$ cat config.mk
export PLATFORM = sky130hd
export DESIGN_NAME = line_draw_engine
export DESIGN_NICKNAME = d
export VERILOG_FILES = /design/src/rtl/line_draw_engine.sv
export SDC_FILE = /design/constraint.sdc
export NUM_CORES = 1
export LEC_CHECK = 0
export ABC_AREA = 1
export CORE_MARGIN = 4
export CORE_UTILIZATION = 55
export DETAILED_ROUTE_END_ITERATION = 7
export GPL_TIMING_DRIVEN = 0
export PLACE_DENSITY_LB_ADDON = 0.08
export SLEW_MARGIN = 10
export SYNTH_ARGS = -nofsm -noshare
export SYNTH_HDL_FRONTEND = slang
export SYNTH_SLANG_ARGS = --single-unit
export TNS_END_PERCENT = 30
$ cat constraint.sdc
create_clock -name clk -period 3.4 [get_ports clk]
set_input_delay 0.68 -clock clk [delete_from_list [all_inputs] [get_ports clk]]
set_output_delay 0.68 -clock clk [all_outputs]
set_load 0.1 [all_outputs]
$ cat src/rtl/line_draw_engine.sv
// -----------------------------------------------------------------------------
// line_draw_engine
//
// Bresenham line rasteriser feeding the double-buffer subsystem. A line command
// carries two endpoints and a 1-bit colour. The engine issues at most one pixel
// write per clock as a linear frame-buffer address (y*H_RES + x), a data bit and
// a write enable. Writes are issued only while str_line_drawing is high.
//
// Ports:
//   clk                 system clock, rising edge
//   reset               asynchronous, active-high reset
//   str_line_drawing    drawing window open while high; a fall aborts a line
//   cmd_valid/cmd_ready command handshake. A command transfers on any rising
//                       edge where both are high; cmd_ready only depends on the
//                       engine state and the window, never on cmd_valid
//   x0,y0,x1,y1,color   line endpoints and pixel value, captured on transfer
//   line_drawing_addr_1 pixel write address (registered)
//   line_drawing_data   pixel write data (registered)
//   we_line_drawin      pixel write enable, one pixel per asserted cycle
//   busy                high while a line is being set up, plotted or finished
//   done                one-cycle pulse the cycle after the last write
//   dbg_state           current FSM state, for observation only
// -----------------------------------------------------------------------------
module line_draw_engine #(
    parameter int H_RES   = 640,
    parameter int V_RES   = 480,
    parameter int COORD_W = 10,
    parameter int ADDR_W  = 19
) (
    input  logic               clk,
    input  logic               reset,
    input  logic               str_line_drawing,
    input  logic               cmd_valid,
    output logic               cmd_ready,
    input  logic [COORD_W-1:0] x0,
    input  logic [COORD_W-1:0] y0,
    input  logic [COORD_W-1:0] x1,
    input  logic [COORD_W-1:0] y1,
    input  logic               color,
    output logic [ADDR_W-1:0]  line_drawing_addr_1,
    output logic               line_drawing_data,
    output logic               we_line_drawin,
    output logic               busy,
    output logic               done,
    output logic [1:0]         dbg_state
);

    typedef enum logic [1:0] {
        IDLE  = 2'd0,
        SETUP = 2'd1,
        PLOT  = 2'd2,
        DONE  = 2'd3
    } state_t;

    // err/dx/dy width; e2 needs one more bit to hold 2*err.
    localparam int EW = COORD_W + 2;

    localparam logic [COORD_W:0]  H_LIM  = (COORD_W+1)'(H_RES);
    localparam logic [COORD_W:0]  V_LIM  = (COORD_W+1)'(V_RES);
    localparam logic [ADDR_W-1:0] H_BITS = ADDR_W'(H_RES);
    localparam logic signed [EW-1:0] ZERO_E = '0;

    state_t                 state_q;
    logic [COORD_W-1:0]     x_q, y_q, x1_q, y1_q;
    logic [COORD_W-1:0]     x_d, y_d;
    logic                   color_q;
    logic signed [EW-1:0]   dx_q, dy_q, err_q;
    logic signed [EW-1:0]   err_d;
    logic                   sx_neg_q, sy_neg_q;
    logic [ADDR_W-1:0]      addr_q;
    logic                   data_q, we_q, done_q;

    // Setup-time magnitudes (x_q/y_q hold the start point during SETUP).
    logic signed [EW-1:0]   adx, ady;
    logic signed [EW:0]     e2, dx_e, dy_e;
    logic                   step_x, step_y, at_end, in_range;
    logic [ADDR_W-1:0]      pix_addr_d;

    // y*H_RES + x as a sum of shifted copies of y, one per set bit of H_RES
    // (y<<9 + y<<7 for 640), so no general multiplier is inferred.
    function automatic logic [ADDR_W-1:0] pix_addr(input logic [COORD_W-1:0] px,
                                                   input logic [COORD_W-1:0] py);
        logic [ADDR_W-1:0] acc;
        acc = ADDR_W'(px);
        for (int i = 0; i < ADDR_W; i++) begin
            if (H_BITS[i]) begin
                acc = acc + (ADDR_W'(py) << i);
            end
        end
        return acc;
    endfunction

    always_comb begin
        adx = '0;
        ady = '0;
        if (x1_q >= x_q) adx = EW'(x1_q - x_q);
        else             adx = EW'(x_q - x1_q);
        if (y1_q >= y_q) ady = EW'(y1_q - y_q);
        else             ady = EW'(y_q - y1_q);
    end

    always_comb begin
        // Both step decisions compare against the same old err.
        e2     = $signed({err_q, 1'b0});
        dx_e   = $signed({dx_q[EW-1], dx_q});
        dy_e   = $signed({dy_q[EW-1], dy_q});
        step_x = (e2 >= dy_e);
        step_y = (e2 <= dx_e);
        err_d  = err_q + (step_x ? dy_q : ZERO_E) + (step_y ? dx_q : ZERO_E);
        x_d    = x_q;
        y_d    = y_q;
        if (step_x) x_d = sx_neg_q ? (x_q - COORD_W'(1)) : (x_q + COORD_W'(1));
        if (step_y) y_d = sy_neg_q ? (y_q - COORD_W'(1)) : (y_q + COORD_W'(1));
        at_end     = (x_q == x1_q) && (y_q == y1_q);
        // Off-screen points still advance the walk but are not written.
        in_range   = ({1'b0, x_q} < H_LIM) && ({1'b0, y_q} < V_LIM);
        pix_addr_d = pix_addr(x_q, y_q);
    end

    always_ff @(posedge clk or posedge reset) begin
        if (reset) begin
            state_q  <= IDLE;
            x_q      <= '0;
            y_q      <= '0;
            x1_q     <= '0;
            y1_q     <= '0;
            color_q  <= 1'b0;
            dx_q     <= '0;
            dy_q     <= '0;
            err_q    <= '0;
            sx_neg_q <= 1'b0;
            sy_neg_q <= 1'b0;
            addr_q   <= '0;
            data_q   <= 1'b0;
            we_q     <= 1'b0;
            done_q   <= 1'b0;
        end else begin
            case (state_q)
                IDLE: begin
                    we_q   <= 1'b0;
                    done_q <= 1'b0;
                    if (cmd_valid && cmd_ready) begin
                        x_q     <= x0;
                        y_q     <= y0;
                        x1_q    <= x1;
                        y1_q    <= y1;
                        color_q <= color;
                        state_q <= SETUP;
                    end
                end
                SETUP: begin
                    if (!str_line_drawing) begin
                        state_q <= IDLE;
                    end else begin
                        dx_q     <= adx;
                        dy_q     <= -ady;
                        err_q    <= adx - ady;
                        sx_neg_q <= (x1_q < x_q);
                        sy_neg_q <= (y1_q < y_q);
                        state_q  <= PLOT;
                    end
                end
                PLOT: begin
                    if (!str_line_drawing) begin
                        // Abort: no write for this point and no done pulse.
                        we_q    <= 1'b0;
                        state_q <= IDLE;
                    end else begin
                        we_q   <= in_range;
                        data_q <= color_q;
                        addr_q <= pix_addr_d;
                        if (at_end) begin
                            state_q <= DONE;
                        end else begin
                            err_q <= err_d;
                            x_q   <= x_d;
                            y_q   <= y_d;
                        end
                    end
                end
                DONE: begin
                    // First DONE cycle shows the last write; done is raised in
                    // the second one so it lands after that write, and IDLE
                    // (cmd_ready) follows one cycle after done.
                    we_q <= 1'b0;
                    if (!done_q) begin
                        done_q <= 1'b1;
                    end else begin
                        done_q  <= 1'b0;
                        state_q <= IDLE;
                    end
                end
                default: state_q <= IDLE;
            endcase
        end
    end

    assign cmd_ready           = (state_q == IDLE) && str_line_drawing && !reset;
    assign busy                = (state_q != IDLE);
    assign done                = done_q;
    assign line_drawing_addr_1 = addr_q;
    assign line_drawing_data   = data_q;
    assign we_line_drawin      = we_q;
    assign dbg_state           = state_q;

endmodule

==> results.toml, run 1 <==
[final_layout]
area_growth_pct = 27.99
antennaDiodeCount = 0
fillers = 1423
fin_cells = 1742
multi_input_area_sq_um = 7127
register_area_sq_um = 2579
drive_gt1_share_pct = 20.50
final_net_count = 1705

[global_route]
grt_overflow_total = 0
grt_max_degree = 34
grt_pass1_wl_um = 47200
grt_pass1_vias = 9288
antenna_found_initial = 0
grt_util_all_layers_pct = 29.59

[worst_setup_path]
path_class = "reg2reg"
worstPathMaxFanout = 5
slowest_delay_ns = 0.48
cp-end-kind = "flop"
r2r_start = "dx_q[8]"
startpoint_type = "flop"
worstPathCellList = "inv_1, ha_1, a21oi_1, nand2_2, a21oi_4, nand2_2, nand2_4, nand3_4, buf_8, nand2_4, inv_2, fa_1, ha_2, inv_2, fa_2, o31ai_4, a211o_1, o21ai_2, a21oi_2, nor2_1, a21oi_1"
slowest_stage = "fa_1"
crit_start = "dx_q[8]"
crit_arrival_ns = 4.16
cpLargestDelayFamily = "adder cells"
cp.required_ns = 3.68
path_buf_inv = 4

[cts]
cts_inserted_buffers = 9
clockBufferDepth = 2
cts.sinks = 102
cts-root-buf = "clkbuf_16"
htreeDepth = 3
clk_pin_slew_ns = 0.07
clock_latency_ns = 0.36
cts_tree = "yes"

[routing]
routedWlPerCell_um = 17.75
vias_per_cell = 5.619
via_count = 9789
ant_nets = 0
drt_first_pass_iters = 5
drt_iter0_markers = 570
drcViolationCount = 0
drt_wl_total_um = 30930

[synth]
synth.distinct_cells = 49
yosys_warnings = 0
synthFlopType = "dfrtp_1"
synth_edf_count = 0
syn_nets = 1560
synth_seq_area_share_pct = 25.94
synth_area_sq_um = 9838
synthCells = 1367
avgSynthCellArea_sq_um = 7.197
synthArstFlopShare_pct = 100.0
ys_seq_elements = 102

[place]
gp_congestion = 0.9528
place_inst = 1665
dpl.hpwl_um = 22700
portBuffers = 70

[run]
maxCapViolCount = 0

[status]
status = "finished with violations"
violations = "negative setup slack"

[sta]
timing.slew.headroom_pct = 28.14
clock_skew_ns = 0.01238
hold_ws_ns = 0.4905
rsz0062_at_grt = "true"
setup_violations = 9
fin_crit_ns = 3.882
fmax_mhz = 257.6
finalHoldViolations = 0
setup_ws_ns = -0.4824
worst_pin_slew_ns = 1.075
min_period_over_period_pct = 114.2
maxSlewViolCount = 0

[die]
die_w_um = 141.7
die_area_sq_um = 20090
coreArea_sq_um = 17420
ioPinCount = 71
dieHeight_um = 141.7
initial_core_util_pct = 56.49
rows = 48

[min_path]
hp-class = "reg2reg"
worstHoldStart = "color_q"
-- state kept, by name, summed over array words and instances, names as in the netlist, 2 cells and up --
| signal | flops |
|---|---|
| dx_q | 11 |
| y_q | 10 |
| err_q | 12 |
| y1_q | 10 |
| dbg_state | 2 |
| line_drawing_addr_1 | 19 |
| dy_q | 12 |
| x1_q | 10 |
| x_q | 10 |
-- per-stage QoR --
step / setup WS [ns] / TNS (ns) / cell area, sq um / utilization, %
2_1_floorplan: -0.1859 / -0.5022 / 9897 / -
3_3_place_gp: -1.112 / -6.848 / 10880 / 62.46
3_5_place_dp: -1.157 / -7.438 / 10940 / 62.81
4_1_cts: -0.3204 / -1.670 / 11890 / 68.28
5_1_grt: -0.6498 / -4.444 / 12590 / 72.30
6_report: -0.4824 / -3.077 / 12590 / 72.30
-- layer usage --
metal | vias to the layer above | part of all wire, % | GRT usage, %
li1 | 4750 | - | -
met1 | 4627 | 43 | 39.25
met2 | 317 | 48 | 49.53
met3 | 95 | 5.4 | 3.640
met4 | 0 | 4.4 | 11.21
met5 | - | 0 | 0
-- tightest hold or removal path, delay by kind of cell (launching register included) --
family	cells	cell delay, ns
flip-flops	1	0.36
AND/OR/NAND/NOR	2	0.11
-- Yosys cell counts (13+ instances only) --
| master | count | area [sq um] |
|---|---|---|
| nand2_1 | 344 | 1291 |
| inv_1 | 201 | 754.5 |
| ha_1 | 127 | 1589 |
| o21ai_0 | 111 | 555.5 |
| dfrtp_1 | 102 | 2552 |
| a21oi_1 | 97 | 485.5 |
| nor2_1 | 80 | 300.3 |
| nand3_1 | 67 | 335.3 |
| xor2_1 | 35 | 306.5 |
| fa_1 | 21 | 420.4 |
| clkbuf_1 | 18 | 67.56 |
| o211ai_1 | 14 | 105.1 |
| nand2_2 | 13 | 81.33 |
-- placed cells by master (no fill, tap or decap), types with 14 or more instances in the layout --
| cell type | count |
|---|---|
| nand3_1 | 50 |
| xor2_1 | 35 |
| nand2_1 | 321 |
| buf_4 | 56 |
| nand2_4 | 14 |
| dfrtp_1 | 81 |
| inv_2 | 20 |
| nor2_1 | 64 |
| nand3_2 | 14 |
| dfrtp_2 | 21 |
| a21oi_2 | 15 |
| o211ai_1 | 14 |
| fa_1 | 16 |
| clkbuf_1 | 17 |
| inv_1 | 180 |
| nand2_2 | 29 |
| clkdlybuf4s50_1 | 69 |
| o21ai_0 | 102 |
| a21oi_1 | 79 |
| ha_4 | 22 |
| ha_1 | 100 |
-- logic make-up (layout without fill, tap and decap cells) --
family	Yosys count	in the layout	synth area share [%]
buf+inv	244	394	9.856
xor+xnor	45	45	4.006
compound gates	283	283	16.11
simple gates	545	545	23.66
fa+ha+maj	148	148	20.42
flops	102	102	25.94
-- path summary, 6_finish.rpt --
kind / to / slack [ns] / depth (start not counted)
min: line_drawing_data / 0.49 / 2
max reg2reg: err_q[9] / -0.48 / 21
min reg2reg: line_drawing_data / 0.49 / 2
min in group asynchronous: line_drawing_addr_1[9] / 0.75 / 2
max: err_q[9] / -0.48 / 21
max in group asynchronous: err_q[11] / 1.67 / 5
-- repair_timing --
item                                   CTS  global route
setup buffers                           31            29
setup endpoints to repair               12            11
gates cloned                             1             0
endpoints found under the hold margin    0             0
pin swaps                               33            69
resized for setup                       94           123
hold buffers                             0             0
-- area by class of cell --
class / instances / share of cell area, %
clock inverter: 7 / 0.8148
multi-input combinational: 1021 / 56.60
sequential: 102 / 20.48
buffer: 34 / 1.610
clock buffer: 9 / 1.789
tap: 225 / 2.236
timing repair buffer: 134 / 9.926
inverter: 210 / 6.548
Power of run 1 is not shown: default switching activity piles up to over one toggle a cycle in this logic, so the estimate is an artifact.
==> inputs of run 2 (changes only) <==
--- a/config.mk
+++ b/config.mk
@@ -9,6 +9,7 @@
 export CORE_MARGIN = 4
 export CORE_UTILIZATION = 55
 export DETAILED_ROUTE_END_ITERATION = 7
+export GPL_ROUTABILITY_DRIVEN = 0
 export GPL_TIMING_DRIVEN = 0
 export PLACE_DENSITY_LB_ADDON = 0.08
 export SLEW_MARGIN = 10
==> run 2 against run 1 <==
Against the previous run: the flow still finishes with violations (negative setup slack); first-iteration DRC count is 2.8% higher; register-to-register slack worse by 0.13 ns; die area unchanged; critical path depth is 6 higher; non-clock buffer count grew 11; setup slack got worse by 0.13 ns; worst hold slack improved by 0.0050 ns; sequential cell count is the same; count of clock-buffer cells in the layout is 1 higher.
==> results.toml, run 2 (synthesized netlist as in run 1, its figures left out) <==
[status]
status = "finished with violations"
violations = "negative setup slack"

[worst_setup_path]
worstPathMaxFanout = 5
startpoint_type = "flop"
path_class = "reg2reg"
cp.required_ns = 3.64
cp-end-kind = "flop"
crit_arrival_ns = 4.26
ff2ff_path_depth = 27

[routing]
via_count = 9938
drt_first_pass_iters = 5
vias_per_cell = 5.666
routedWlPerCell_um = 17.92
drt_wl_total_um = 31430
drcViolationCount = 0
ant_nets = 0
drt_iter0_markers = 586

[sta]
fin_crit_ns = 4.013
rsz0062_at_grt = "true"
setup_violations = 19
timing.slew.headroom_pct = 33.57
worst_pin_slew_ns = 0.9933
setup_ws_ns = -0.6125
fmax_mhz = 249.2
min_period_over_period_pct = 118.0
maxSlewViolCount = 0
finalHoldViolations = 0
clock_skew_ns = 0.01287

[final_layout]
most-common-layout-cells = "323 x nand2_1, 177 x inv_1, 99 x o21ai_0"
drive_gt1_share_pct = 20.47
fin_cells = 1754
largest_reg_flops = 19
area_growth_pct = 28.23
final_net_count = 1717
antennaDiodeCount = 0
finish.instance_area_sq_um = 12620
layout_commonest_cell = "nand2_1"
fin_util_pct = 72.44

[min_path]
hp-class = "reg2reg"
hold_depth = 2

[cts]
cts_inserted_buffers = 9
cts.sinks = 102
clockBufferDepth = 2
cts-root-buf = "clkbuf_16"
clk_pin_slew_ns = 0.07
clock_latency_ns = 0.36
cts_tree = "yes"
htreeDepth = 3

[die]
die_w_um = 141.7
initial_core_util_pct = 56.49
coreArea_sq_um = 17420
rows = 48
dieHeight_um = 141.7
die_area_sq_um = 20090
ioPinCount = 71

[global_route]
grt_pass1_vias = 9631
grt_util_all_layers_pct = 30.32
grt_overflow_total = 0
grt_pass1_wl_um = 48320
antenna_found_initial = 0
grt_max_degree = 33

[run]
maxCapViolCount = 0

[place]
portBuffers = 70
dpl.hpwl_um = 22450
place_inst = 1665
placed_cell_area_sq_um = 10950
dp_worst_setup_slack_ns = -1.133
[run 2: worst paths after layout]
check,start,endpoint,slack [ns]
max,dx_q[10],err_q[8],-0.61
min,line_drawing_addr_1[17],line_drawing_addr_1[17],0.50
max reg2reg,dx_q[10],err_q[8],-0.61
min reg2reg,line_drawing_addr_1[17],line_drawing_addr_1[17],0.50
max in group asynchronous,reset,err_q[9],1.81
min in group asynchronous,reset,line_drawing_addr_1[4],0.78
[run 2: final cells by class]
class | instances | area, sq um
tap | 225 | 281.5
buffer | 33 | 210.2
fill | 1386 | 4801
timing repair buffer | 146 | 1391
timing repair inverter | 1 | 7.507
multi-input combinational | 1021 | 7036
sequential | 102 | 2577
clock inverter | 6 | 51.30
inverter | 210 | 822.0
clock buffer | 10 | 239.0
[run 2: metal layers]
layer,part of all wire (%),track usage [%],vias up,routed length (um)
met3,6.1,3.910,128,1928
met5,0,0,-,0
li1,-,-,4783,-
met4,6.0,15.51,0,1877
met2,47,50.42,392,14630
met1,41,38.71,4635,12990
[run 2: critical path, cell delays in order, from the launching register on]
cell and delay, ns:
dfrtp_1 0.42, inv_4 0.12, ha_4 0.23, nand2_4 0.08
inv_2 0.04, nand2_2 0.08, nand2_2 0.08, a21oi_2 0.15
buf_4 0.14, nand3_2 0.11, nand3_4 0.14, buf_8 0.14
nand2_1 0.06, inv_1 0.07, fa_1 0.44, ha_1 0.35
nand3_2 0.11, nand2_2 0.05, nand2_2 0.08, nand2_2 0.06
a21oi_2 0.15, nor2_1 0.08, o21ai_1 0.21, nand3_1 0.17
nand3_2 0.12, o21ai_1 0.09, nand2_1 0.07, nand2_1 0.05
[run 2: stage by stage]
stage          hold WS, ns  TNS, ns
3_3_place_gp        0.4637   -5.558
3_5_place_dp        0.4560   -6.250
6_report            0.4954   -5.201
4_1_cts             0.4960   -2.092
5_1_grt             0.5106   -7.413
2_1_floorplan       0.4422  -0.5022
[run 2: what timing repair did]
action | in CTS | in global routing
buffers inserted | 45 | 26
setup endpoints to repair | 12 | 21
cloned | 2 | 1
resized for setup | 128 | 86
endpoints found under the hold margin | 0 | 0
hold buffers | 0 | 0
pin swaps | 43 | 51
Power of run 2 is left out for the same reason.
==> inputs of run 3 (changes only) <==
--- a/config.mk
+++ b/config.mk
@@ -10,7 +10,6 @@
 export CORE_UTILIZATION = 55
 export DETAILED_ROUTE_END_ITERATION = 7
 export GPL_ROUTABILITY_DRIVEN = 0
-export GPL_TIMING_DRIVEN = 0
 export PLACE_DENSITY_LB_ADDON = 0.08
 export SLEW_MARGIN = 10
 export SYNTH_ARGS = -nofsm -noshare
==> run 3 against run 2 <==
Against the previous run: the run still ends with negative setup slack left; count of clock-buffer cells in the layout is the same; global-route usage shrank 1.2 points; setup slack gained 0.17 ns; cell count grew 5.6%; non-clock buffer count grew 101; routed wire length shrank 0.94%.
==> results.toml, run 3 (synthesized netlist as in run 1, its figures left out) <==
[routing]
vias_per_cell = 5.525
drt_wl_total_um = 31130
drcViolationCount = 0
drt_first_pass_iters = 7
via_count = 10240
routedWlPerCell_um = 16.80
drt_iter0_markers = 657
ant_nets = 0

[final_layout]
layout_commonest_cell = "nand2_1"
largest_reg_flops = 19
area_growth_pct = 35.48
antennaDiodeCount = 0
fin_cells = 1853
finish.instance_area_sq_um = 13330
final_net_count = 1817
drive_gt1_share_pct = 27.40
fillers = 1317
most-common-layout-cells = "324 x nand2_1, 225 x buf_4, 181 x inv_1"
fin_util_pct = 76.53

[sta]
clock_skew_ns = 0.01119
min_period_over_period_pct = 113.0
maxSlewViolCount = 0
setup_violations = 8
setup_ws_ns = -0.4427
fin_crit_ns = 3.843
rsz0062_at_grt = "true"
worst_pin_slew_ns = 0.9723
fmax_mhz = 260.2
timing.slew.headroom_pct = 34.98
finalHoldViolations = 0

[worst_setup_path]
r2r_start = "err_q[9]"
critPathCapture = "err_q[6]"
slowest_delay_ns = 0.47
cpMostUsedCell = "nand2_2"
slowest_stage = "dfrtp_2"
path_class = "reg2reg"
crit_arrival_ns = 4.07
worstPathCellList = "ha_4, nand2_1, nor2_4, inv_1, nor2_1, nand2_2, nand2_1, nand2_1, nand2_2, inv_4, buf_8, nor2_1, fa_1, ha_4, nand2_2, nand2_2, a21oi_2, buf_4, buf_4, or2_2, nand3_1, a31oi_1"
crit_start = "err_q[9]"
cp-end-kind = "flop"
timing.rr.end = "err_q[6]"
startpoint_type = "flop"
cp.required_ns = 3.63
worstPathMaxFanout = 7
ff2ff_path_depth = 22
reg2reg_slack_ns = -0.44

[cts]
cts.sinks = 102
clk_pin_slew_ns = 0.07
holdBufCountCts = 0
cts_inserted_buffers = 9
cts_tree = "yes"
htreeDepth = 3
clock_latency_ns = 0.36
clockBufferDepth = 2
cts-root-buf = "clkbuf_16"

[min_path]
hp-class = "reg2reg"

[die]
rows = 48
die_area_sq_um = 20090
dieHeight_um = 141.7
die_w_um = 141.7
coreArea_sq_um = 17420
ioPinCount = 71
initial_core_util_pct = 56.49

[place]
place_inst = 1818
portBuffers = 70
dpl.hpwl_um = 22540
placed_cell_area_sq_um = 12080

[global_route]
grt_max_degree = 103
grt_pass1_vias = 9870
antenna_found_initial = 0
grt_util_all_layers_pct = 29.16
grt_pass1_wl_um = 47270
grt_overflow_total = 0

[run]
maxCapViolCount = 0

[status]
status = "finished with violations"
violations = "negative setup slack"
## run 3: timing repair
| item | CTS | global route |
|---|---|---|
| setup endpoints to repair | 8 | 10 |
| pin swaps | 22 | 61 |
| cloned | 0 | 0 |
| resized for setup | 59 | 115 |
| buffers inserted | 3 | 17 |
| endpoints found under the hold margin | 0 | 0 |
## run 3: through the flow
stage          setup WS [ns]  hold slack (ns)  setup TNS, ns
5_1_grt              -0.5707           0.5237         -3.787
3_3_place_gp         -0.3785           0.4579         -2.099
2_1_floorplan        -0.1859           0.4422        -0.5022
6_report             -0.4427           0.4875         -2.718
3_5_place_dp         -0.4938           0.4637         -2.893
4_1_cts              -0.1679           0.4835        -0.8419
## run 3: worst max-delay path, delay by kind of cell, from the launching register on
kind | cells | cell delay, ns
compound gates | 2 | 0.18
fa+ha+maj | 3 | 1.10
buf+inv | 5 | 0.54
flops | 1 | 0.47
simple gates | 12 | 1.39
## run 3: how the worst min path moves through the flow
stage | from | endpoint | slack [ns] | cells past startpoint
after detailed placement | line_drawing_addr_1[8] | line_drawing_addr_1[8] | 0.46 | 2
after global routing | color_q | line_drawing_data | 0.52 | 2
after global placement | color_q | line_drawing_data | 0.46 | 2
after CTS | color_q | line_drawing_data | 0.48 | 2
after floorplan | color_q | line_drawing_data | 0.44 | 2
final | dy_q[9] | dy_q[9] | 0.49 | 2
## run 3: cell type report
class	count	area, sq um	area share (%)
Multi-Input combinational cell	1021	7143	53.59
Sequential cell	102	2565	19.24
Timing Repair Buffer	280	2261	16.96
Inverter	210	808.3	6.064
Tap cell	225	281.5	2.112
Clock buffer	10	229.0	1.718
Clock inverter	5	41.29	0.3098
## run 3: routing by layer
| metal | track usage [%] | share of wire, % |
|---|---|---|
| met4 | 12.53 | 5.1 |
| met1 | 38.12 | 42 |
| met5 | 0 | 0 |
| met3 | 2.696 | 5.7 |
| met2 | 49.45 | 47 |
Power of run 3 is left out for the same reason.
